File: src/rtl/rv_fifo_ndeep.sv
// Parametrised ready/valid FIFO with occupancy count and almost-full flag.
// Define RV_FIFO_BYPASS_EN for zero-latency fall-through when empty.
module rv_fifo_ndeep #(
  parameter int unsigned DW       = 32,
  parameter int unsigned DEPTH    = 4,
  parameter int unsigned AFULL_TH = DEPTH - 1
) (
  input  logic                       clk,
  input  logic                       rst,
  input  logic                       in_valid,
  output logic                       in_ready,
  input  logic [DW-1:0]              in_data,
  output logic                       out_valid,
  input  logic                       out_ready,
  output logic [DW-1:0]              out_data,
  output logic [$clog2(DEPTH+1)-1:0] count,
  output logic                       almost_full
);

  localparam int unsigned   CW        = $clog2(DEPTH + 1);
  localparam int unsigned   PW        = $clog2(DEPTH);
  localparam logic [PW-1:0] PTR_LAST  = PW'(DEPTH - 1);
  localparam logic [CW-1:0] CNT_FULL  = CW'(DEPTH);
  localparam logic [CW-1:0] CNT_AFULL = CW'(AFULL_TH);

  logic [DW-1:0] mem [DEPTH];
  logic [PW-1:0] wr_ptr;
  logic [PW-1:0] rd_ptr;
  logic          push;
  logic          pop;
  logic          empty;

  // Flow-control flags depend on registered occupancy only.
  assign empty       = (count == '0);
  assign in_ready    = (count != CNT_FULL);
  assign almost_full = (count >= CNT_AFULL);

`ifdef RV_FIFO_BYPASS_EN
  logic bypass;

  // When empty, a word the consumer takes immediately never touches storage.
  assign bypass    = empty & in_valid & out_ready;
  assign out_valid = empty ? in_valid : 1'b1;
  assign out_data  = empty ? in_data : mem[rd_ptr];
  assign push      = in_valid & in_ready & ~bypass;
  assign pop       = out_valid & out_ready & ~empty;
`else
  assign out_valid = ~empty;
  assign out_data  = mem[rd_ptr];
  assign push      = in_valid & in_ready;
  assign pop       = out_valid & out_ready;
`endif

  // Storage array: contents are not cleared by reset.
  always_ff @(posedge clk) begin
    if (push) begin
      mem[wr_ptr] <= in_data;
    end
  end

  // Pointers wrap by explicit compare so any DEPTH works.
  always_ff @(posedge clk) begin
    if (rst) begin
      wr_ptr <= '0;
      rd_ptr <= '0;
      count  <= '0;
    end else begin
      if (push) begin
        wr_ptr <= (wr_ptr == PTR_LAST) ? '0 : wr_ptr + PW'(1);
      end
      if (pop) begin
        rd_ptr <= (rd_ptr == PTR_LAST) ? '0 : rd_ptr + PW'(1);
      end
      case ({push, pop})
        2'b10:   count <= count + CW'(1);
        2'b01:   count <= count - CW'(1);
        default: count <= count;
      endcase
    end
  end

endmodule

File: config.mk
export PLATFORM = sky130hd
export DESIGN_NAME = rv_fifo_ndeep
export DESIGN_NICKNAME = d
export VERILOG_FILES = /design/src/rtl/rv_fifo_ndeep.sv
export SDC_FILE = /design/constraint.sdc
export NUM_CORES = 1
export LEC_CHECK = 0
export ABC_AREA = 1
export BUFFER_PORTS_ARGS = -buffer_cell sky130_fd_sc_hd__buf_2
export CELL_PAD_IN_SITES_DETAIL_PLACEMENT = 0
export CELL_PAD_IN_SITES_GLOBAL_PLACEMENT = 1
export CORE_MARGIN = 5
export CORE_UTILIZATION = 42
export DETAILED_ROUTE_END_ITERATION = 10
export GPL_TIMING_DRIVEN = 0
export PLACE_DENSITY_LB_ADDON = 0.08
export SLEW_MARGIN = 20
export SYNTH_ARGS = -nofsm -noshare
export SYNTH_HDL_FRONTEND = slang
export SYNTH_SLANG_ARGS = --single-unit
File: constraint.sdc
create_clock -name clk -period 2.2 [get_ports clk]
set_input_delay 0.11 -clock clk [delete_from_list [all_inputs] [get_ports clk]]
set_output_delay 0.11 -clock clk [all_outputs]
set_load 0.03 [all_outputs]
# After elaboration in Yosys (flattened, before gate mapping)
# Memory sizes are Yosys's and may differ from the RTL's. A register that Yosys moved wholly into a read port is not among the register bits.
# Cells that the tools add are included.
# totals
regBits	7
latchBits	0
mem_bits_rw	128
rom_bits	0
input_bits	36
wordCells	26
memories	1
# mem_list
name	depth	word_bits	read_ports	rd_ports_with_merged_regs	write_ports	line	rtl
mem	4	32	1	1	1	26	logic [DW-1:0] mem [DEPTH];
# classes
add_sub_neg	4
n_mul	0
div_mod_pow	0
n_lt_le_gt_ge	1
n_eq_ne	5
n_shift	0
n_mux	7
bitwise_logic	3
n_reduce_logical	2
# op_table
op	count
2-bit 2-to-1 mux	4
2-bit equality test, second input constant	3
3-bit case mux with 2 select lines	1
2-bit by 1-bit adder with 2-bit output, second input constant	2
3-bit by 1-bit adder with 3-bit output, second input constant	1
3-bit by 2-bit >= comparator with 1-bit output, second input constant	1
3-bit logical NOT	1
3-bit != test, second input constant	1
3-bit by 1-bit subtractor with 3-bit output, second input constant	1
1-bit bitwise AND	2
2-bit by 1-bit equality test with 1-bit output, second input constant	1
1-bit 2-to-1 mux	2
2-bit nonzero test	1
1-bit NOT	1

# Depth between registers and ports, before layout
# Gate-level depths: netlist of the first run.
# depth
word_depth	5
ltp_mapped	13
mapped_depth_nobuf	13

# Least setup slack after synthesis of the first run
# No wires, ideal clock.
# synth_path
kind	reg-to-reg
startpoint	register count[0]
endpoint	memory mem[0][0], enable pin
arrival_ns	2.424
t_required_ns	1.779
slack_ns	-0.645
path_stages_with_launch	5
path_cell_list	dfxtp_1 > nor2_2 > nand2_1 > nand2_2 > nor2_1
# synth_via
elab_chain_cells	4
# synth_rtl
item	line	rtl
start: declaration	16	output logic [$clog2(DEPTH+1)-1:0] count,
start signal: assignment	75	2'b10: count <= count + CW'(1);
start signal: assignment	76	2'b01: count <= count - CW'(1);
start signal: assignment	77	default: count <= count;
3-bit != test	35	assign in_ready = (count != CNT_FULL);
net in_ready	11	output logic in_ready,
1-bit bitwise AND	50	assign push = in_valid & in_ready;
1-bit 2-to-1 mux	56	if (push) begin
1-bit 2-to-1 mux (not written as such)	57	mem[wr_ptr] <= in_data;
end: declaration	26	
# The timed path passes the listed nets, and every way through them passes these cells.

# Final worst setup path of the first run
# layout_path
startpoint	register count[1]
endpoint	memory mem[0][15], enable pin
# layout_via
elab_chain_cells	4
# layout_rtl
item	line
3-bit != test	35
1-bit bitwise AND	50
1-bit 2-to-1 mux	56
1-bit 2-to-1 mux (not written as such)	57
# Every way passes these cells.

==> flow_summary.ini, run 1 <==
[synth]
avg_synthesized_cell_area_um2 = 13.9
synthesis.instances = 380
synth_flop_cell = edfxtp_1
yosys.cell_types.count = 22
synth.largest_area_cell = edfxtp_1
post_synth_main_area_contributors = edfxtp_1 (73%), nor2_1 (5.5%), o22ai_1 (3.8%)
synth_top_cell_area_share_pct = 72.7
synth.ff_latch_count = 137
synth_async_sr_flop_share_pct = 0
synthMostInstantiatedCell = edfxtp_1
synth_area_mm2 = 0.00528
synth_enable_flop_cells = 128
synth.net_count = 423
ys_warn_count = 0
ys_top_cells_by_count = edfxtp_1 (128), nor2_1 (77), o21ai_0 (39)
synth_seq_area_share_pct = 76.2

[sta]
fin_crit_ps = 1930
worst_slew_pin_slew_ps = 730
max-slew-margin-rel_pct = 51.2
final_hold_viol_count = 0
final_max_slew_viol_count = 0
setup-violations-final = 0
final.setup_skew_ps = 7.68
max_clock_freq_ghz = 0.517
fin_worst_hold_slack_ps = 20.2
rsz0062_at_grt = false
min_period_over_period_pct = 87.8

[outcome]
status = finished, final reports clean

[power]
cellInternalPower_uw = 5920
leakage_uw = 0.00258
seqPwrFrac_pct = 35.6
pwr-share-clk_pct = 31.9
p_comb_share_pct = 32.5
total_switching_power_uw = 3150
vdd.ir_drop.worst_mv = 0.622
total_power_uw = 9070
power_switching_share_pct = 34.7
powerDensity_mw_per_mm2 = 1310

[worst_hold_path]
hold_depth = 3
worst_hold_start = out_ready
hp-class = in2reg

[die]
full_die_area_mm2 = 0.0149
horizontal_die_dimension_um = 122
die_height_um = 122
core_mm2 = 0.0125
number_of_core_rows = 41
floorplan.initialDensity_pct = 42.4
design.portCount = 74

[clocking]
clk_pin_slew_ps = 60
h-tree-depth = 4
clkSinkCount = 137
clk-insertion-delay-late_ps = 410
cts-root-buf = clkbuf_16
cts_tree = built
numCtsBuffers = 17
clk_path_buf_depth = 2
cts_post_setup_buffers_inserted = 0

[cells_and_area]
syn_to_final_growth_pct = 31.4
final_layout_size_suffix_gt1_share_pct = 25.5
fillcell_total = 1083
diodes = 0
number_of_nets_in_the_layout = 552

[placed_design]
port-buffer-count = 73
hpwlAfterDp_mm = 6.99
globalplace.congestion = 0.721

[routing]
vias_post_dr = 3355
drt-vias-per-instance = 4.83
wl_per_cell_um = 16.3
finalWirelength_mm = 11.3
dr.pass1.iters = 4
drt.antenna.violating_nets = 0
starting_drt_drc_count = 264
route.detailed.drc = 0

[worst_setup_path]
critical_path.max_fanout = 17
r2r_end = mem[0][15]$_DFFE_PP_
critPathArrivalTime_ps = 2050
critPathRequiredTime_ps = 2320
endpoint_kind = register
critical_path.startpoint_type = register
r2r_slack_ps = 270
reg2reg_start = count[1]$_SDFFE_PP0P_
criticalPathCategory = reg2reg
rr_worst_depth = 5

[grt]
grt_pass1_vias = 3420
overall_fraction_of_global_route_tracks_in_use_pct = 16.3
number_of_antenna_violations_at_the_first_check_in_global_routing = 0
global_route.overflow_total = 0
grt_start_max_net_pins = 21
grt_first_pass_wirelength_mm = 17.8

[job]
max-cap-violations = 0
## through the flow
| step | worst slack, ps | instances | TNS (ps) | cell area (um2) | utilization, % |
|---|---|---|---|---|---|
| 3_3_place_gp | -492 | 625 | -57320 | 5870 | 47.1 |
| 5_1_grt | 70.5 | 694 | 0 | 6940 | 55.7 |
| 4_1_cts | 240 | 694 | 0 | 6940 | 55.7 |
| 6_report | 267 | 694 | 0 | 6940 | 55.7 |
| 3_5_place_dp | 265 | 629 | 0 | 6000 | 48.2 |
| 2_1_floorplan | -147 | 380 | -18790 | 5290 | - |
## how the worst max path moves through the flow
stage,from,end,slack [ps],cells past startpoint
after floorplan,count[0]$_SDFFE_PP0P_,mem[0][0]$_DFFE_PP_,-150,4
after global placement,count[1]$_SDFFE_PP0P_,mem[0][12]$_DFFE_PP_,-490,4
after detailed placement,count[1]$_SDFFE_PP0P_,mem[0][11]$_DFFE_PP_,260,5
after CTS,count[1]$_SDFFE_PP0P_,mem[0][15]$_DFFE_PP_,240,5
after global routing,count[1]$_SDFFE_PP0P_,count[2]$_SDFFE_PP0P_,70,12
final,count[1]$_SDFFE_PP0P_,mem[0][15]$_DFFE_PP_,270,5
## routing by layer
layer	track usage [%]	vias up	share of wire [%]
met1	20.3	1615	44
met4	5.88	0	1.4
met2	27.0	66	50
met3	4.83	14	4.1
li1	-	1660	-
met5	0	-	0
## logic make-up (layout without fill, tap and decap cells)
group	after synthesis	count (layout)	synth area share, %
buf+inv	37	179	4.40
compound gates	103	103	10.5
flops	137	137	76.2
fa+ha+maj	7	7	1.80
simple gates	96	96	7.13
## power groups by stage
stage	registers [uW]	logic, uW	clock network (uW)
floorplan	3320	1950	0
global placement	3290	2850	0
detailed placement	3290	2940	0
CTS	3230	3000	2960
global route	3260	3200	3070
finish	3230	2950	2890
## layout by cell type (no fill, tap or decap), types with 13 or more instances in the layout
cell	count
nand2_1	13
clkbuf_16	17
dlygate4sd3_1	33
edfxtp_1	128
inv_1	16
o22ai_1	32
buf_2	79
nor2_1	73
o21ai_1	28
o21ai_0	39
## flip-flops by register name, summed over array words and instances (netlist names), named ones only
register	cells
rd_ptr	2
count	3
mem	128
wr_ptr	2
## repair_timing
action | CTS | global route
endpoints found under the hold margin | 129 | 0
resized for setup | 0 | 0
hold buffers | 33 | 0
## cell type report
cell class	instances	area, um2	share of cell area [%]
Sequential cell	137	4020	58.0
Multi-Input combinational cell	206	1060	15.2
Timing Repair Buffer	110	806	11.6
Clock buffer	17	425	6.13
Tap cell	172	215	3.10
Clock inverter	15	183	2.63
Buffer	19	158	2.27
Inverter	18	75.1	1.08
## critical path, stage by stage, from the launching register on
cell	delay [ps]
dfxtp_1	380
nor2_2	60
nand2_1	130
nand2_2	200
nor2_4	610
buf_16	230
Note: power is estimated with default switching activity, not from simulation.
==> inputs of run 2 (changes only) <==
--- a/config.mk
+++ b/config.mk
@@ -13,5 +13,4 @@
 export CORE_UTILIZATION = 42
 export DETAILED_ROUTE_END_ITERATION = 10
-export GPL_TIMING_DRIVEN = 0
 export PLACE_DENSITY_LB_ADDON = 0.08
 export SLEW_MARGIN = 20
==> constraint.sdc (replaced) <==
create_clock -name clk -period 2.2 [get_ports clk]
set_input_delay 0.11 -clock clk [delete_from_list [all_inputs] [get_ports clk]]
set_output_delay 0.11 -clock clk [all_outputs]
set_load 0.02 [all_outputs]
==> run 2 against run 1 <==
  * Clock-buffer cell count increased by 4
  * Sequential power about the same
  * Die area unchanged
  * Final cell count decreased by 1.3%
  * Clock skew increased by 0.54 ps
  * First-iteration DRC count decreased by 42%
  * Utilization decreased by 1.7 points
  * Critical endpoint is now out_data[4]
  * Highest routed layer unchanged
==> flow_summary.ini, run 2 (same netlist as run 1, synthesis figures left out) <==
[worst_setup_path]
crit_path_max_incr_delay_ps = 350
slowest_stage = buf_4
criticalPathCategory = reg2out
critPathArrivalTime_ps = 1720
rr_worst_depth = 13
critical_path.cell_chain = buf_4, o21ai_0, o22ai_1, buf_2
critical_path.startpoint_type = register
endpoint_kind = primary output
critPathRequiredTime_ps = 2090
critical_path.max_fanout = 32

[grt]
grt_pass1_vias = 3175
grt_start_max_net_pins = 65
global_route.overflow_total = 0
grt_first_pass_wirelength_mm = 16.4
number_of_antenna_violations_at_the_first_check_in_global_routing = 0
overall_fraction_of_global_route_tracks_in_use_pct = 15.0

[cells_and_area]
number_of_nets_in_the_layout = 544
diodes = 0
final_core_util_pct = 53.9
area_taken_by_multi_input_logic_gates_mm2 = 0.00106
syn_to_final_growth_pct = 27.3
largest-register = mem
fillcell_total = 1077
most_common_cell_after_layout_fill_and_taps_aside = edfxtp_1
flip_flop_count_of_the_largest_register_all_copies_and_words_added = 128
largestRegisters = mem x128, count x3
mostFrequentLayoutCells = edfxtp_1 (128), nor2_1 (73), buf_2 (73), o21ai_0 (39), dlygate4sd3_1 (33)
regArea_mm2 = 0.00403
final_layout_size_suffix_gt1_share_pct = 24.0

[job]
max-cap-violations = 0

[sta]
final_max_slew_viol_count = 0
final_hold_viol_count = 0
max-slew-margin-rel_pct = 75.2
worst_slew_pin_slew_ps = 372
min_period_over_period_pct = 83.1
fin_crit_ps = 1830
postLayoutSetupSlackWorst_ps = 372
rsz0062_at_grt = false
fin_worst_hold_slack_ps = 26.2
setup-violations-final = 0
final.setup_skew_ps = 8.22
max_clock_freq_ghz = 0.547

[die]
die_height_um = 122
floorplan.initialDensity_pct = 42.4
core_mm2 = 0.0125
design.portCount = 74
number_of_core_rows = 41
full_die_area_mm2 = 0.0149
horizontal_die_dimension_um = 122

[placed_design]
port-buffer-count = 73
globalplace.congestion = 0.696
hpwlAfterDp_mm = 6.16
place_worst_setup_slack_ps = 476

[power]
vdd.ir_drop.worst_mv = 0.615
leakage_uw = 0.00248
cellInternalPower_uw = 5560
powerDensity_mw_per_mm2 = 1230
total_switching_power_uw = 2700
pwr-share-clk_pct = 31.4
power_switching_share_pct = 32.7
seqPwrFrac_pct = 39.2
p_comb_share_pct = 29.4

[clocking]
h-tree-depth = 4
clkSinkCount = 137
clk_path_buf_depth = 2
cts_tree = built
clk-insertion-delay-late_ps = 410
cts-root-buf = clkbuf_16
cts_post_setup_buffers_inserted = 0
numCtsBuffers = 17
clk_pin_slew_ps = 50

[worst_hold_path]
hp-class = in2reg
hold_depth = 4

[routing]
route.detailed.drc = 0
starting_drt_drc_count = 153
drt-vias-per-instance = 4.84
finalWirelength_mm = 10.5
drt.antenna.violating_nets = 0
wl_per_cell_um = 15.4
vias_post_dr = 3313
dr.pass1.iters = 4

[outcome]
status = finished, final reports clean
==> run 2: cell types whose count changed in the layout (fill, tap and decap cells not counted), moves of 2 or more <==
cell,before,now
clkbuf_1,1,4
buf_4,3,15
clkinv_4,2,0
buf_2,79,73
buf_6,9,0
buf_16,4,0
bufinv_16,4,2
==> run 2: area by class of cell <==
cell class	instances	area share [%]
Inverter	18	1.12
Clock inverter	10	1.54
Sequential cell	137	59.9
Clock buffer	21	6.55
Timing Repair Buffer	121	12.0
Tap cell	172	3.20
Multi-Input combinational cell	206	15.7
==> run 2: worst max-delay path: cells and delay by family (launching register included) <==
kind	cells	cell delay, ps
compound gates	2	400
buf+inv	2	560
flops	1	340
==> run 2: layer usage <==
metal  up-vias  routed length (um)  GRT usage [%]
li1       1640                   -              -
met1      1605                4710           18.8
met2        63                5190           24.0
met3         5                 525           5.57
met4         0                  93           5.04
met5         -                   0              0
==> run 2: final timing paths <==
check                    startpoint                     end  slack (ps)
max                        register             out_data[4]         370
min                       out_ready  rd_ptr[1]$_SDFFE_PP0P_          30
max reg2reg   count[2]$_SDFFE_PP0P_   count[2]$_SDFFE_PP0P_         450
min reg2reg  wr_ptr[1]$_SDFFE_PP0P_  wr_ptr[1]$_SDFFE_PP0P_         540
==> run 2: power by group through the flow <==
stage	clock network, uW	registers (uW)	logic, uW
after floorplan	0	3310	1660
after global placement	0	3280	2420
after detailed placement	0	3290	2440
after CTS	2670	3240	2490
after global routing	2790	3260	2700
final	2600	3240	2430
==> run 2: repair_timing <==
item / in CTS / in global routing
hold buffers: 33 / 0
hold endpoints to repair: 129 / 0
resized for setup: 0 / 0
==> run 2: stage by stage <==
| step | power (uW) | instance area [um2] | setup TNS [ps] | instances |
|---|---|---|---|---|
| finish | 8260 | 6730 | 0 | 685 |
| CTS | 8390 | 6730 | 0 | 685 |
| global placement | 5710 | 5850 | 0 | 621 |
| floorplan | 4960 | 5280 | -62980 | 380 |
| detailed placement | 5730 | 5850 | 0 | 621 |
| global route | 8750 | 6730 | 0 | 685 |
==> inputs of run 3 (changes only) <==
Settings changed: CORE_UTILIZATION 42 to 46.
Clock period 2.2 ns to 1.85 ns, I/O delays scaled along.
==> run 3 against run 2 <==
  * Global-route usage increased by 0.97 points
  * Sequential cell count unchanged
  * Sequential power increased by 19%
  * Hold slack got worse by 15 ps
  * Register-to-register slack got worse by 300 ps
  * Wire length decreased by 1.2%
  * Critical path type unchanged
  * Critical endpoint is now out_data[1]
==> flow_summary.ini, run 3 (same netlist as run 1, synthesis figures left out) <==
[sta]
max_clock_freq_ghz = 0.576
setup-violations-final = 0
fin_crit_ps = 1740
max-slew-margin-rel_pct = 74.9
final_hold_viol_count = 0
rsz0062_at_grt = true
final.setup_skew_ps = 14.4
setup-tns-final_ps = 0
postLayoutSetupSlackWorst_ps = 115
min_period_over_period_pct = 93.8
final_max_slew_viol_count = 0
worst_slew_pin_slew_ps = 376

[cells_and_area]
fillcell_total = 902
diodes = 0
largest-register = mem
most_common_cell_after_layout_fill_and_taps_aside = edfxtp_1
final_layout_size_suffix_gt1_share_pct = 23.0
largestRegisters = mem x128, count x3
number_of_nets_in_the_layout = 542
flip_flop_count_of_the_largest_register_all_copies_and_words_added = 128
mostFrequentLayoutCells = edfxtp_1 (128), nor2_1 (73), buf_2 (73), o21ai_0 (39), dlygate4sd3_1 (33)
finalNonFillerCells = 652
syn_to_final_growth_pct = 27.1
final_core_util_pct = 59.3

[worst_setup_path]
crit_path_max_incr_delay_ps = 410
critPathArrivalTime_ps = 1640
criticalPathCategory = reg2out
r2r_end = count[2]$_SDFFE_PP0P_
critical_path.cell_chain = buf_4, o21ai_0, o22ai_1, buf_2
critical_path.max_fanout = 26
critPathRequiredTime_ps = 1760
slowest_stage = dfxtp_2
cp-endpoint = out_data[1]
rr_worst_depth = 11
r2r_slack_ps = 150
critical_path.startpoint_type = register
reg2reg_start = count[0]$_SDFFE_PP0P_
endpoint_kind = primary output

[routing]
drt.antenna.violating_nets = 0
route.detailed.drc = 0
vias_post_dr = 3302
drt-vias-per-instance = 5.06
starting_drt_drc_count = 190
wl_per_cell_um = 15.9
dr.pass1.iters = 4
finalWirelength_mm = 10.4

[power]
leakage_uw = 0.00247
vdd.ir_drop.worst_mv = 0.579
powerDensity_mw_per_mm2 = 1460

[clocking]
cts-root-buf = clkbuf_16
clk_pin_slew_ps = 50
numCtsBuffers = 17
clk_path_buf_depth = 2
h-tree-depth = 4
cts_tree = built
clkSinkCount = 137
clk-insertion-delay-late_ps = 400

[placed_design]
place_worst_setup_slack_ps = 104
hpwlAfterDp_mm = 5.94
dp.cells = 590
globalplace.congestion = 0.702
port-buffer-count = 73

[die]
design.portCount = 74
core_mm2 = 0.0113
full_die_area_mm2 = 0.0137
number_of_core_rows = 39
floorplan.initialDensity_pct = 46.7
horizontal_die_dimension_um = 117
die_height_um = 117

[grt]
number_of_antenna_violations_at_the_first_check_in_global_routing = 1
grt_pass1_vias = 3190
global_route.overflow_total = 0
grt_start_max_net_pins = 65
grt_first_pass_wirelength_mm = 16.3
overall_fraction_of_global_route_tracks_in_use_pct = 15.9

[worst_hold_path]
hp-class = in2reg

[job]
max-cap-violations = 0

[outcome]
status = finished, final reports clean
run 3: cell types whose count changed in the layout (fill, tap and decap cells not counted), sizes merged:
cell,before,now
buf,88,86
clkbuf,21,22
clkinv,6,5
clkinvlp,2,0
run 3: final cells by class:
type                            instances  area [um2]  share of cell area [%]
Clock buffer                           22         444                    6.61
Clock inverter                          7        78.8                    1.17
Inverter                               18        75.1                    1.12
Multi-Input combinational cell        206        1070                    15.9
Sequential cell                       137        4030                    59.9
Tap cell                              143         179                    2.66
Timing Repair Buffer                  119         847                    12.6
run 3: worst min-delay path by stage:
stage | from | endpoint | slack [ps] | cells after the start
finish | out_ready | register | 10 | 4
global route | out_ready | register | 40 | 3
CTS | out_ready | register | 4 | 4
detailed placement | in_data[2] | mem[3][2]$_DFFE_PP_ | 310 | 1
global placement | in_data[19] | mem[1][19]$_DFFE_PP_ | 310 | 1
floorplan | in_data[0] | mem[0][0]$_DFFE_PP_ | 190 | 0
run 3: through the flow:
| step | power [uW] | hold WS (ps) | cell area, um2 |
|---|---|---|---|
| after global routing | 10400 | 37.4 | 6720 |
| after floorplan | 5920 | 191 | 5300 |
| final | 9810 | 11.0 | 6720 |
| after global placement | 6810 | 307 | 5860 |
| after CTS | 9930 | 3.67 | 6710 |
| after detailed placement | 6840 | 312 | 5860 |
run 3: critical path, delay by kind of cell (launching register included):
kind	cells	cell delay, ps
flops	1	410
compound gates	2	320
buf+inv	2	510
run 3: routing by layer:
metal	up-vias	track usage (%)	share of wire, %
met5	-	0	0.067
li1	1632	-	-
met2	63	27.0	51
met3	6	4.68	4.2
met1	1599	19.9	44
met4	2	4.59	0.46
run 3: timing repair:
item,in CTS,in global routing
hold endpoints to repair,129,0
hold buffers,33,0
setup endpoints to repair,0,3
buffers inserted,0,0
resized for setup,0,2
run 3: where the power goes:
group          switching, uW  internal (uW)  total [uW]
sequential               120           3740        3860
combinational           1970            966        2940
clock                   1080           1930        3010
total                   3170           6640        9810
